===== src/rtl/run_ctrl_pkg.sv =====
// Shared types for the yChip run sequencer: FSM states, stop-cause codes
// and a width-generic saturating increment.
package run_ctrl_pkg;

  typedef enum logic [2:0] {
    S_IDLE,
    S_LOAD,
    S_RUN,
    S_PAUSE,
    S_DONE
  } state_t;

  typedef enum logic [2:0] {
    CAUSE_NONE  = 3'd0,
    CAUSE_LIMIT = 3'd1,
    CAUSE_BREAK = 3'd2,
    CAUSE_HALT  = 3'd3,
    CAUSE_ABORT = 3'd4
  } cause_t;

  localparam int unsigned MAX_CNT_W = 64;

  // Increment v, holding at the all-ones value of a w-bit counter.
  function automatic logic [MAX_CNT_W-1:0] sat_inc(input logic [MAX_CNT_W-1:0] v,
                                                   input int unsigned w);
    logic [MAX_CNT_W-1:0] top;
    top = (w >= MAX_CNT_W) ? '1 : ((64'd1 << w) - 64'd1);
    return (v >= top) ? top : v + 64'd1;
  endfunction

endpackage


===== src/rtl/run_controller_if.sv =====
// Host/core-facing signal bundle of the run sequencer; slave is the controller side.
interface run_controller_if #(
  parameter int unsigned ADDR_W = 32,
  parameter int unsigned CNT_W  = 16,
  parameter int unsigned NUM_BP = 2
);
  logic                     start;
  logic                     abort;
  logic                     step_mode;
  logic                     step_req;
  logic [ADDR_W-1:0]        entry_point;
  logic [CNT_W-1:0]         step_limit;
  logic [NUM_BP*ADDR_W-1:0] bp_addr;
  logic [NUM_BP-1:0]        bp_en;
  logic [ADDR_W-1:0]        pc;
  logic [31:0]              ins;
  logic [ADDR_W-1:0]        entry_out;
  logic                     chip_int;
  logic                     chip_en;
  logic                     busy;
  logic                     done;
  logic [2:0]               done_cause;
  logic [CNT_W-1:0]         steps_done;

  modport master (
    output start, abort, step_mode, step_req, entry_point, step_limit,
           bp_addr, bp_en, pc, ins,
    input  entry_out, chip_int, chip_en, busy, done, done_cause, steps_done
  );

  modport slave (
    input  start, abort, step_mode, step_req, entry_point, step_limit,
           bp_addr, bp_en, pc, ins,
    output entry_out, chip_int, chip_en, busy, done, done_cause, steps_done
  );
endinterface


===== src/rtl/run_bp_match.sv =====
// Parallel address comparators for the breakpoint slots, OR-reduced to one hit.
module run_bp_match #(
  parameter int unsigned ADDR_W = 32,
  parameter int unsigned NUM_BP = 2
) (
  input  logic [ADDR_W-1:0]        pc,
  input  logic [NUM_BP*ADDR_W-1:0] bp_addr,
  input  logic [NUM_BP-1:0]        bp_en,
  output logic                     hit
);

  always_comb begin
    hit = 1'b0;
    for (int unsigned i = 0; i < NUM_BP; i++) begin
      if (bp_en[i] && (pc == bp_addr[i*ADDR_W +: ADDR_W])) hit = 1'b1;
    end
  end

endmodule


===== src/rtl/run_controller.sv =====
// Program-run sequencer for the yChip core: one-cycle INT load, then gated
// execution via chip_en until limit, breakpoint, halt or abort.
module run_controller
  import run_ctrl_pkg::*;
#(
  parameter int unsigned       ADDR_W        = 32,
  parameter int unsigned       CNT_W         = 16,
  parameter int unsigned       NUM_BP        = 2,
  parameter logic [ADDR_W-1:0] DEFAULT_ENTRY = ADDR_W'('h28),
  parameter logic [31:0]       HALT_INS      = 32'h0
) (
  input logic             clk,
  input logic             rst,
  run_controller_if.slave bus
);

  state_t            state, nxt;
  cause_t            cause_q, stop_cause;
  logic              mode_q;
  logic [CNT_W-1:0]  limit_q;
  logic [CNT_W-1:0]  steps_q;
  logic [ADDR_W-1:0] entry_q;
  logic              bp_hit, halt_hit, limit_hit;
  logic              active, stop_now, can_start;

  run_bp_match #(
    .ADDR_W(ADDR_W),
    .NUM_BP(NUM_BP)
  ) u_bp (
    .pc     (bus.pc),
    .bp_addr(bus.bp_addr),
    .bp_en  (bus.bp_en),
    .hit    (bp_hit)
  );

  assign active    = (state == S_RUN) || (state == S_PAUSE);
  assign can_start = bus.start && ((state == S_IDLE) || (state == S_DONE));
  assign halt_hit  = (bus.ins == HALT_INS);
  assign limit_hit = (limit_q != '0) && (steps_q == limit_q);
  assign stop_now  = active && (bus.abort || halt_hit || bp_hit || limit_hit);

  always_comb begin
    stop_cause = CAUSE_LIMIT;
    if (bus.abort)     stop_cause = CAUSE_ABORT;
    else if (halt_hit) stop_cause = CAUSE_HALT;
    else if (bp_hit)   stop_cause = CAUSE_BREAK;
  end

  always_comb begin
    nxt = state;
    case (state)
      S_IDLE, S_DONE: if (can_start) nxt = S_LOAD;
      S_LOAD:         nxt = mode_q ? S_PAUSE : S_RUN;
      S_RUN, S_PAUSE: if (stop_now) nxt = S_DONE;
      default:        nxt = S_IDLE;
    endcase
  end

  // Outputs decode straight from state so reset drops them without a clock.
  assign bus.chip_int   = (state == S_LOAD);
  assign bus.chip_en    = (state == S_LOAD) ||
                          ((state == S_RUN) && !stop_now) ||
                          ((state == S_PAUSE) && bus.step_req && !stop_now);
  assign bus.busy       = (state == S_LOAD) || active;
  assign bus.done       = (state == S_DONE);
  assign bus.done_cause = cause_q;
  assign bus.steps_done = steps_q;
  assign bus.entry_out  = entry_q;

  always_ff @(posedge clk or posedge rst) begin
    if (rst) begin
      state   <= S_IDLE;
      cause_q <= CAUSE_NONE;
      mode_q  <= 1'b0;
      limit_q <= '0;
      steps_q <= '0;
      entry_q <= DEFAULT_ENTRY;
    end else begin
      state <= nxt;
      if (can_start) begin
        entry_q <= bus.entry_point;
        mode_q  <= bus.step_mode;
        limit_q <= bus.step_limit;
        steps_q <= '0;
        cause_q <= CAUSE_NONE;
      end else begin
        if (active && bus.chip_en)
          steps_q <= CNT_W'(sat_inc(MAX_CNT_W'(steps_q), CNT_W));
        if (stop_now) cause_q <= stop_cause;
      end
    end
  end

endmodule

===== src/flat_wrapper.sv =====
// flat-port wrapper written by rule: the top's interface ports become plain ports
module run_controller_flat import run_ctrl_pkg::*;
#(
  parameter int unsigned       ADDR_W        = 32,
  parameter int unsigned       CNT_W         = 16,
  parameter int unsigned       NUM_BP        = 2,
  parameter logic [ADDR_W-1:0] DEFAULT_ENTRY = ADDR_W'('h28),
  parameter logic [31:0]       HALT_INS      = 32'h0
)
  (clk, rst, bus_start, bus_abort, bus_step_mode, bus_step_req, bus_entry_point, bus_step_limit, bus_bp_addr, bus_bp_en, bus_pc, bus_ins, bus_entry_out, bus_chip_int, bus_chip_en, bus_busy, bus_done, bus_done_cause, bus_steps_done);
  run_controller_if #(.ADDR_W(ADDR_W), .CNT_W(CNT_W), .NUM_BP(NUM_BP)) bus_i ();
  input logic clk;
  input logic rst;
  input wire logic [$bits(bus_i.start)-1:0] bus_start;
  input wire logic [$bits(bus_i.abort)-1:0] bus_abort;
  input wire logic [$bits(bus_i.step_mode)-1:0] bus_step_mode;
  input wire logic [$bits(bus_i.step_req)-1:0] bus_step_req;
  input wire logic [$bits(bus_i.entry_point)-1:0] bus_entry_point;
  input wire logic [$bits(bus_i.step_limit)-1:0] bus_step_limit;
  input wire logic [$bits(bus_i.bp_addr)-1:0] bus_bp_addr;
  input wire logic [$bits(bus_i.bp_en)-1:0] bus_bp_en;
  input wire logic [$bits(bus_i.pc)-1:0] bus_pc;
  input wire logic [$bits(bus_i.ins)-1:0] bus_ins;
  output wire logic [$bits(bus_i.entry_out)-1:0] bus_entry_out;
  output wire logic [$bits(bus_i.chip_int)-1:0] bus_chip_int;
  output wire logic [$bits(bus_i.chip_en)-1:0] bus_chip_en;
  output wire logic [$bits(bus_i.busy)-1:0] bus_busy;
  output wire logic [$bits(bus_i.done)-1:0] bus_done;
  output wire logic [$bits(bus_i.done_cause)-1:0] bus_done_cause;
  output wire logic [$bits(bus_i.steps_done)-1:0] bus_steps_done;
  assign bus_i.start = bus_start;
  assign bus_i.abort = bus_abort;
  assign bus_i.step_mode = bus_step_mode;
  assign bus_i.step_req = bus_step_req;
  assign bus_i.entry_point = bus_entry_point;
  assign bus_i.step_limit = bus_step_limit;
  assign bus_i.bp_addr = bus_bp_addr;
  assign bus_i.bp_en = bus_bp_en;
  assign bus_i.pc = bus_pc;
  assign bus_i.ins = bus_ins;
  assign bus_entry_out = bus_i.entry_out;
  assign bus_chip_int = bus_i.chip_int;
  assign bus_chip_en = bus_i.chip_en;
  assign bus_busy = bus_i.busy;
  assign bus_done = bus_i.done;
  assign bus_done_cause = bus_i.done_cause;
  assign bus_steps_done = bus_i.steps_done;
  run_controller #(.ADDR_W(ADDR_W), .CNT_W(CNT_W), .NUM_BP(NUM_BP), .DEFAULT_ENTRY(DEFAULT_ENTRY), .HALT_INS(HALT_INS)) u_core (.clk(clk), .rst(rst), .bus(bus_i));
endmodule

===== config.mk =====
export PLATFORM = sky130hd
export DESIGN_NAME = run_controller_flat
export DESIGN_NICKNAME = d
export VERILOG_FILES = /design/src/rtl/run_ctrl_pkg.sv /design/src/rtl/run_controller_if.sv /design/src/rtl/run_bp_match.sv /design/src/rtl/run_controller.sv /design/src/flat_wrapper.sv
export SDC_FILE = /design/constraint.sdc
export NUM_CORES = 1
export LEC_CHECK = 0
export CELL_PAD_IN_SITES_DETAIL_PLACEMENT = 1
export CELL_PAD_IN_SITES_GLOBAL_PLACEMENT = 2
export CORE_MARGIN = 4
export CORE_UTILIZATION = 20
export DETAILED_ROUTE_END_ITERATION = 6
export HOLD_SLACK_MARGIN = 0.06
export PLACE_DENSITY_LB_ADDON = 0.1
export SKIP_LAST_GASP = 1
export SYNTH_ARGS = -nofsm -noshare
export SYNTH_HDL_FRONTEND = slang
export SYNTH_SLANG_ARGS = --single-unit

===== constraint.sdc =====
create_clock -name clk -period 3.2 [get_ports clk]
set_input_delay 0.64 -clock clk [delete_from_list [all_inputs] [get_ports clk]]
set_output_delay 0.64 -clock clk [all_outputs]
set_load 0.005 [all_outputs]

==> results.ini, run 1 <==
[synth]
synth_edf_count=0
yosys_warnings=0
syn_nets=671
synth_top_area_cell=dfrtp_1
synth.avg_cell_area_um2=8.504
synth_flop_cell=dfrtp_1
ys_types=52
syn_area_mm2=0.004133
yosysMostFrequentCell=nand2_1
ys_seq_area_frac=0.4305
async_flop_share=1.000
yosys-top-cells-count=nand2_1, dfrtp_1, xnor2_1
ys_seq_elements=71
synth_cells=486
synth_top_area_frac=0.4178
ys_top_cells_by_area=dfrtp_1, nand2_1, xnor2_1

[route]
drt_pass1_iterations=4
vias=4600
drt-initial-drc-count=205
wl_met3_um=1380
wirelength_met1_um=7900
routedWlPerCell_um=18.22
ant_nets=0
wirelength_um=18990
drc_errors=0
dr_wl_met2_um=9563
via_per_inst=4.415
routed.top_layer=met4

[sta]
hold_slack_ns=0.4588
hold_viol_final=0
relSlewSlack=0.5230
timing.fmax_ghz=0.3177
fin_ws_ns=0.05196
setup_violations=0
worstMarginPinSlew_ns=0.7130
finalCriticalPeriod_ns=3.148
skew_ns=0.009029
finalMaxSlewViolations=0
fin_crit_sh=0.9838

[clocking]
htreeDepth=3
cts_tree=built
cts_num_sinks=71
cts_root_buf=clkbuf_16
insertion_delay_ns=0.33
path_clk_slew_ns=0.05
ctsHoldBuffers=0
clk_path_buf_depth=2
numCtsBuffers=9

[grt]
grt_max_degree=72
globalRouteTotalUtil=0.1621
grt_pass1_wl_um=28390
grt_pass1_vias=4947
antenna_found_initial=2
grt.overflow.total=0

[worst_setup_path]
reg2regPathDepth=8
arrival_ns=2.51
worst_ep_required_time_ns=2.56
cp-start-kind=primary input
crit_fanout=2
crit-reg2reg-launch=u_core.bus.steps_done[0]
critPathLaunch=bus_pc[17]
worstSetupPathType=in -> out
cp-end-kind=primary output

[die]
die_x_um=151.8
die_h_um=151.8
rows=52
core_mm2=0.02030
ios=239
die-area_mm2=0.02303
start_util=0.2036

[placement]
post-place-ws_ns=-0.6972
dpl.hpwl_um=15080
port_buffers=238
place_congestion=0.8256

[power]
ir_worst_vdd_v=0.0002871
power_mw=4.434
power_leakage_nw=3.430
p_per_area_mw_per_mm2=581.3

[min_path]
min_path_cells=2
worstHoldStart=u_core.bus.entry_out[3]
min_path_type=reg -> reg

[cells_and_area]
syn_to_final_growth_pct=84.56
fin_util=0.3757
drive_gt1_frac=0.1273
finalNetCount=950
fillCellCount=2387

[run]
maxCapViolCount=0

[run_status]
status=finished clean

logic make-up (layout without fill, tap and decap cells):
logic type	Yosys count	count (layout)	synth area share
and+or+nand+nor	262	262	0.2825
xor gates and xnor gates	78	78	0.1653
DFF	71	71	0.4305
AOI/OAI and AO/OA	49	49	0.09326
buffers and inverters	25	309	0.02543
adders and majority gates	1	1	0.003027
other	0	2	0
final cells by class:
cell class                      instances  area [um^2]  share of cell area
Inverter                                8        30.03            0.003937
Tap cell                              270        337.8             0.04429
Clock inverter                          5        81.33             0.01066
Multi-Input combinational cell        390         2377              0.3117
Antenna cell                            2        5.005           0.0006562
Clock buffer                           11        242.7             0.03182
Timing Repair Buffer                  285         2774              0.3637
Sequential cell                        71         1779              0.2333
cells in the final DEF (no fill, tap or decap), types with 9 or more instances in the layout:
cell	synthesis	layout
clkdlybuf4s50_1	0	189
nand2_1	167	166
dfrtp_1	69	69
buf_4	0	44
xnor2_1	43	40
xor2_1	35	32
dlygate4sd2_1	0	22
dlymetal6s2s_1	0	19
nor2_1	19	18
nor4_1	23	17
nand4_1	16	16
nand3_1	12	11
clkbuf_16	0	9
per-stage QoR:
stage,setup TNS (ns),instance area (um^2),cells
after floorplan,0,4133,486
after global placement,-0.8705,7142,1020
after detailed placement,-1.262,7142,1020
after CTS,0,7527,1039
after global routing,-0.01290,7627,1042
final,0,7627,1042
path summary, 6_finish.rpt:
kind | to | slack [ns]
max | bus_chip_en | 0.05
max in group asynchronous | u_core.bus.entry_out[5] | 2.10
min in group asynchronous | u_core.bus.entry_out[18] | 0.69
min | u_core.bus.entry_out[3] | 0.46
min reg2reg | u_core.bus.entry_out[3] | 0.46
max reg2reg | u_core.bus.steps_done[2] | 0.66
layer usage:
layer	track usage	vias to the layer above
met5	0	-
met4	0.03774	0
met3	0.04551	12
met2	0.2880	146
met1	0.1940	2220
li1	-	2222
worst max-delay path, cell delays in order:
cell and delay, ns:
dlygate4sd2_1 0.25, xor2_1 0.16, nor4_1 0.32, nand4_1 0.26, o41ai_4 0.45, nor2_2 0.07
a31o_2 0.24, buf_6 0.12
registers in the layout (all words and copies together) (netlist names):
signal and count:
u_core.bus.entry_out 32, u_core.bus.steps_done 16, u_core.state 3, u_core.bus.done_cause 3
u_core.mode_q 1, u_core.limit_q 16
repair_timing:
action,CTS,global route
pin swaps,17,15
gates cloned,0,0
gates resized for setup,46,37
endpoints found under the setup margin,1,1
buffers inserted,3,1
power breakdown:
| group | internal, mW | total [mW] | switching [mW] |
|---|---|---|---|
| Clock | 0.704 | 1.10 | 0.396 |
| Combinational | 0.990 | 1.83 | 0.837 |
| Sequential | 1.24 | 1.51 | 0.265 |
| Total | 2.94 | 4.43 | 1.50 |
Note: power is estimated with default switching activity, not from simulation.
==> inputs of run 2 (changes only) <==
--- a/config.mk
+++ b/config.mk
@@ -10,6 +10,7 @@
 export CORE_MARGIN = 4
 export CORE_UTILIZATION = 20
 export DETAILED_ROUTE_END_ITERATION = 6
+export GPL_TIMING_DRIVEN = 0
 export HOLD_SLACK_MARGIN = 0.06
 export PLACE_DENSITY_LB_ADDON = 0.1
 export SKIP_LAST_GASP = 1
==> results.ini, run 2 (synthesis results as in run 1) <==
[run_status]
status=finished clean

[die]
rows=52  ; unchanged
die_x_um=151.8  ; unchanged
die-area_mm2=0.02303  ; unchanged
start_util=0.2036  ; unchanged
ios=239  ; unchanged
core_mm2=0.02030  ; unchanged
die_h_um=151.8  ; unchanged

[grt]
grt_use_met3=0.04759  ; +0.002082
grt_pass1_vias=4975  ; +0.57%
grt_pass1_wl_um=28520  ; +0.49%
antenna_found_initial=1  ; -1
globalRouteTotalUtil=0.1610  ; -0.001043
top_usage_layer=met2
grt.overflow.total=0  ; unchanged
gr-usage-met1=0.1909  ; -0.003086
grt_max_degree=55  ; -24%
grt_use_met2=0.2856  ; -0.002444

[cells_and_area]
drive_gt1_frac=0.1016  ; -0.02567
finalNetCount=929  ; -2.2%
layout_common_cells=clkdlybuf4s50_1, nand2_1, dfrtp_1
stdcell_area_mm2=0.007343  ; -3.7%
fin_util=0.3617  ; -0.01399
syn_to_final_growth_pct=77.69
final_common_cell=clkdlybuf4s50_1
largest_register_ffs=32  ; unchanged
final_cells=1019  ; -2.2%

[clocking]
clk_path_buf_depth=2  ; unchanged
numCtsBuffers=9  ; unchanged
insertion_delay_ns=0.34  ; about the same
cts_root_buf=clkbuf_16
htreeDepth=3  ; unchanged
cts_num_sinks=71  ; unchanged
path_clk_slew_ns=0.06  ; about the same
cts_tree=built

[sta]
finalCriticalPeriod_ns=3.136  ; -0.01199 ns
skew_ns=0.007365  ; -0.001665 ns
fin_ws_ns=0.06395  ; +0.01199 ns
worstMarginPinSlew_ns=0.6703  ; -0.04276 ns
finalMaxSlewViolations=0  ; unchanged
fin_crit_sh=0.9800  ; -0.003748
timing.fmax_ghz=0.3189  ; +0.38%
hold_viol_final=0  ; unchanged
setup_violations=0  ; unchanged
relSlewSlack=0.5507  ; +0.02776

[power]
power_leakage_nw=3.151  ; -8.2%
power_mw=4.403  ; -0.70%
ir_worst_vdd_v=0.0002805  ; -2.3%
p_per_area_mw_per_mm2=599.6  ; +3.1%

[worst_setup_path]
worst_ep_required_time_ns=2.56  ; about the same
crit_fanout=2  ; unchanged
worstSetupPathType=in -> out
cp-end-kind=primary output
arrival_ns=2.50  ; about the same
cp-start-kind=primary input

[run]
maxCapViolCount=0  ; unchanged

[route]
vias=4525  ; -1.6%
routedWlPerCell_um=18.35  ; +0.72%
via_per_inst=4.441  ; +0.59%
drt-initial-drc-count=167  ; -19%
ant_nets=0  ; unchanged
drc_errors=0  ; unchanged
drt_pass1_iterations=4  ; unchanged
wirelength_um=18700  ; -1.5%

[placement]
dpl_cell_area_mm2=0.006883  ; -3.6%
place_congestion=0.8128  ; -1.6%
dpl.hpwl_um=14770  ; -2.0%
post-place-ws_ns=-1.132  ; -0.4345 ns
port_buffers=238  ; unchanged
dp_cells=995  ; -2.5%

[min_path]
min_path_type=reg -> reg

[run 2: worst paths after layout]
kind | from | slack (ns) | end | cells after the start
max in group asynchronous | rst | 2.03 | u_core.bus.steps_done[8] | 3
setup reg to reg | u_core.bus.steps_done[1] | 0.69 | u_core.bus.steps_done[2] | 7
hold / removal | u_core.bus.entry_out[3] | 0.46 | u_core.bus.entry_out[3] | 2
setup / recovery | bus_pc[18] | 0.06 | bus_chip_en | 8
hold reg to reg | u_core.bus.entry_out[3] | 0.46 | u_core.bus.entry_out[3] | 2
min in group asynchronous | rst | 0.59 | u_core.bus.entry_out[17] | 2
[run 2: per-stage QoR]
stage	hold slack (ns)	setup TNS, ns
after detailed placement	0.4612	-2.247
after floorplan	0.4455	0
after CTS	0.4697	0
after global placement	0.4476	-54.30
final	0.4631	0
after global routing	0.4884	-0.004085
[run 2: report_power, final]
| part | switching, mW | leakage [nW] | total, mW | internal (mW) |
|---|---|---|---|---|
| logic | 0.835 | 2.09 | 1.78 | 0.944 |
| registers | 0.269 | 0.904 | 1.51 | 1.24 |
| clock network | 0.413 | 0.159 | 1.11 | 0.701 |
| total | 1.52 | 3.15 | 4.40 | 2.89 |
[run 2: metal layers]
layer,share of wire,vias to the layer above
met5,0,-
met4,0.010,0
met3,0.087,13
met2,0.50,159
met1,0.40,2174
li1,-,2179
[run 2: worst max-delay path: stages]
cell      delay [ns]
clkbuf_2        0.12
xor2_2          0.19
nor4_2          0.35
nand4_1         0.27
o41ai_4         0.51
nor2_4          0.06
a31o_2          0.24
buf_6           0.12
[run 2: what timing repair did]
action | in CTS | in global routing
pin swaps | 13 | 15
buffers inserted | 7 | 2
hold buffers | 0 | 0
resized for setup | 67 | 47
setup endpoints to repair | 1 | 1
[run 2: final cells by class]
class / count / area [um^2]
Antenna cell: 1 / 2.502
Buffer: 16 / 71.32
Clock buffer: 10 / 239.0
Clock inverter: 5 / 82.58
Fill cell: 2389 / 12960
Inverter: 8 / 32.53
Multi-Input combinational cell: 390 / 2401
Sequential cell: 71 / 1779
Tap cell: 270 / 337.8
Timing Repair Buffer: 248 / 2397
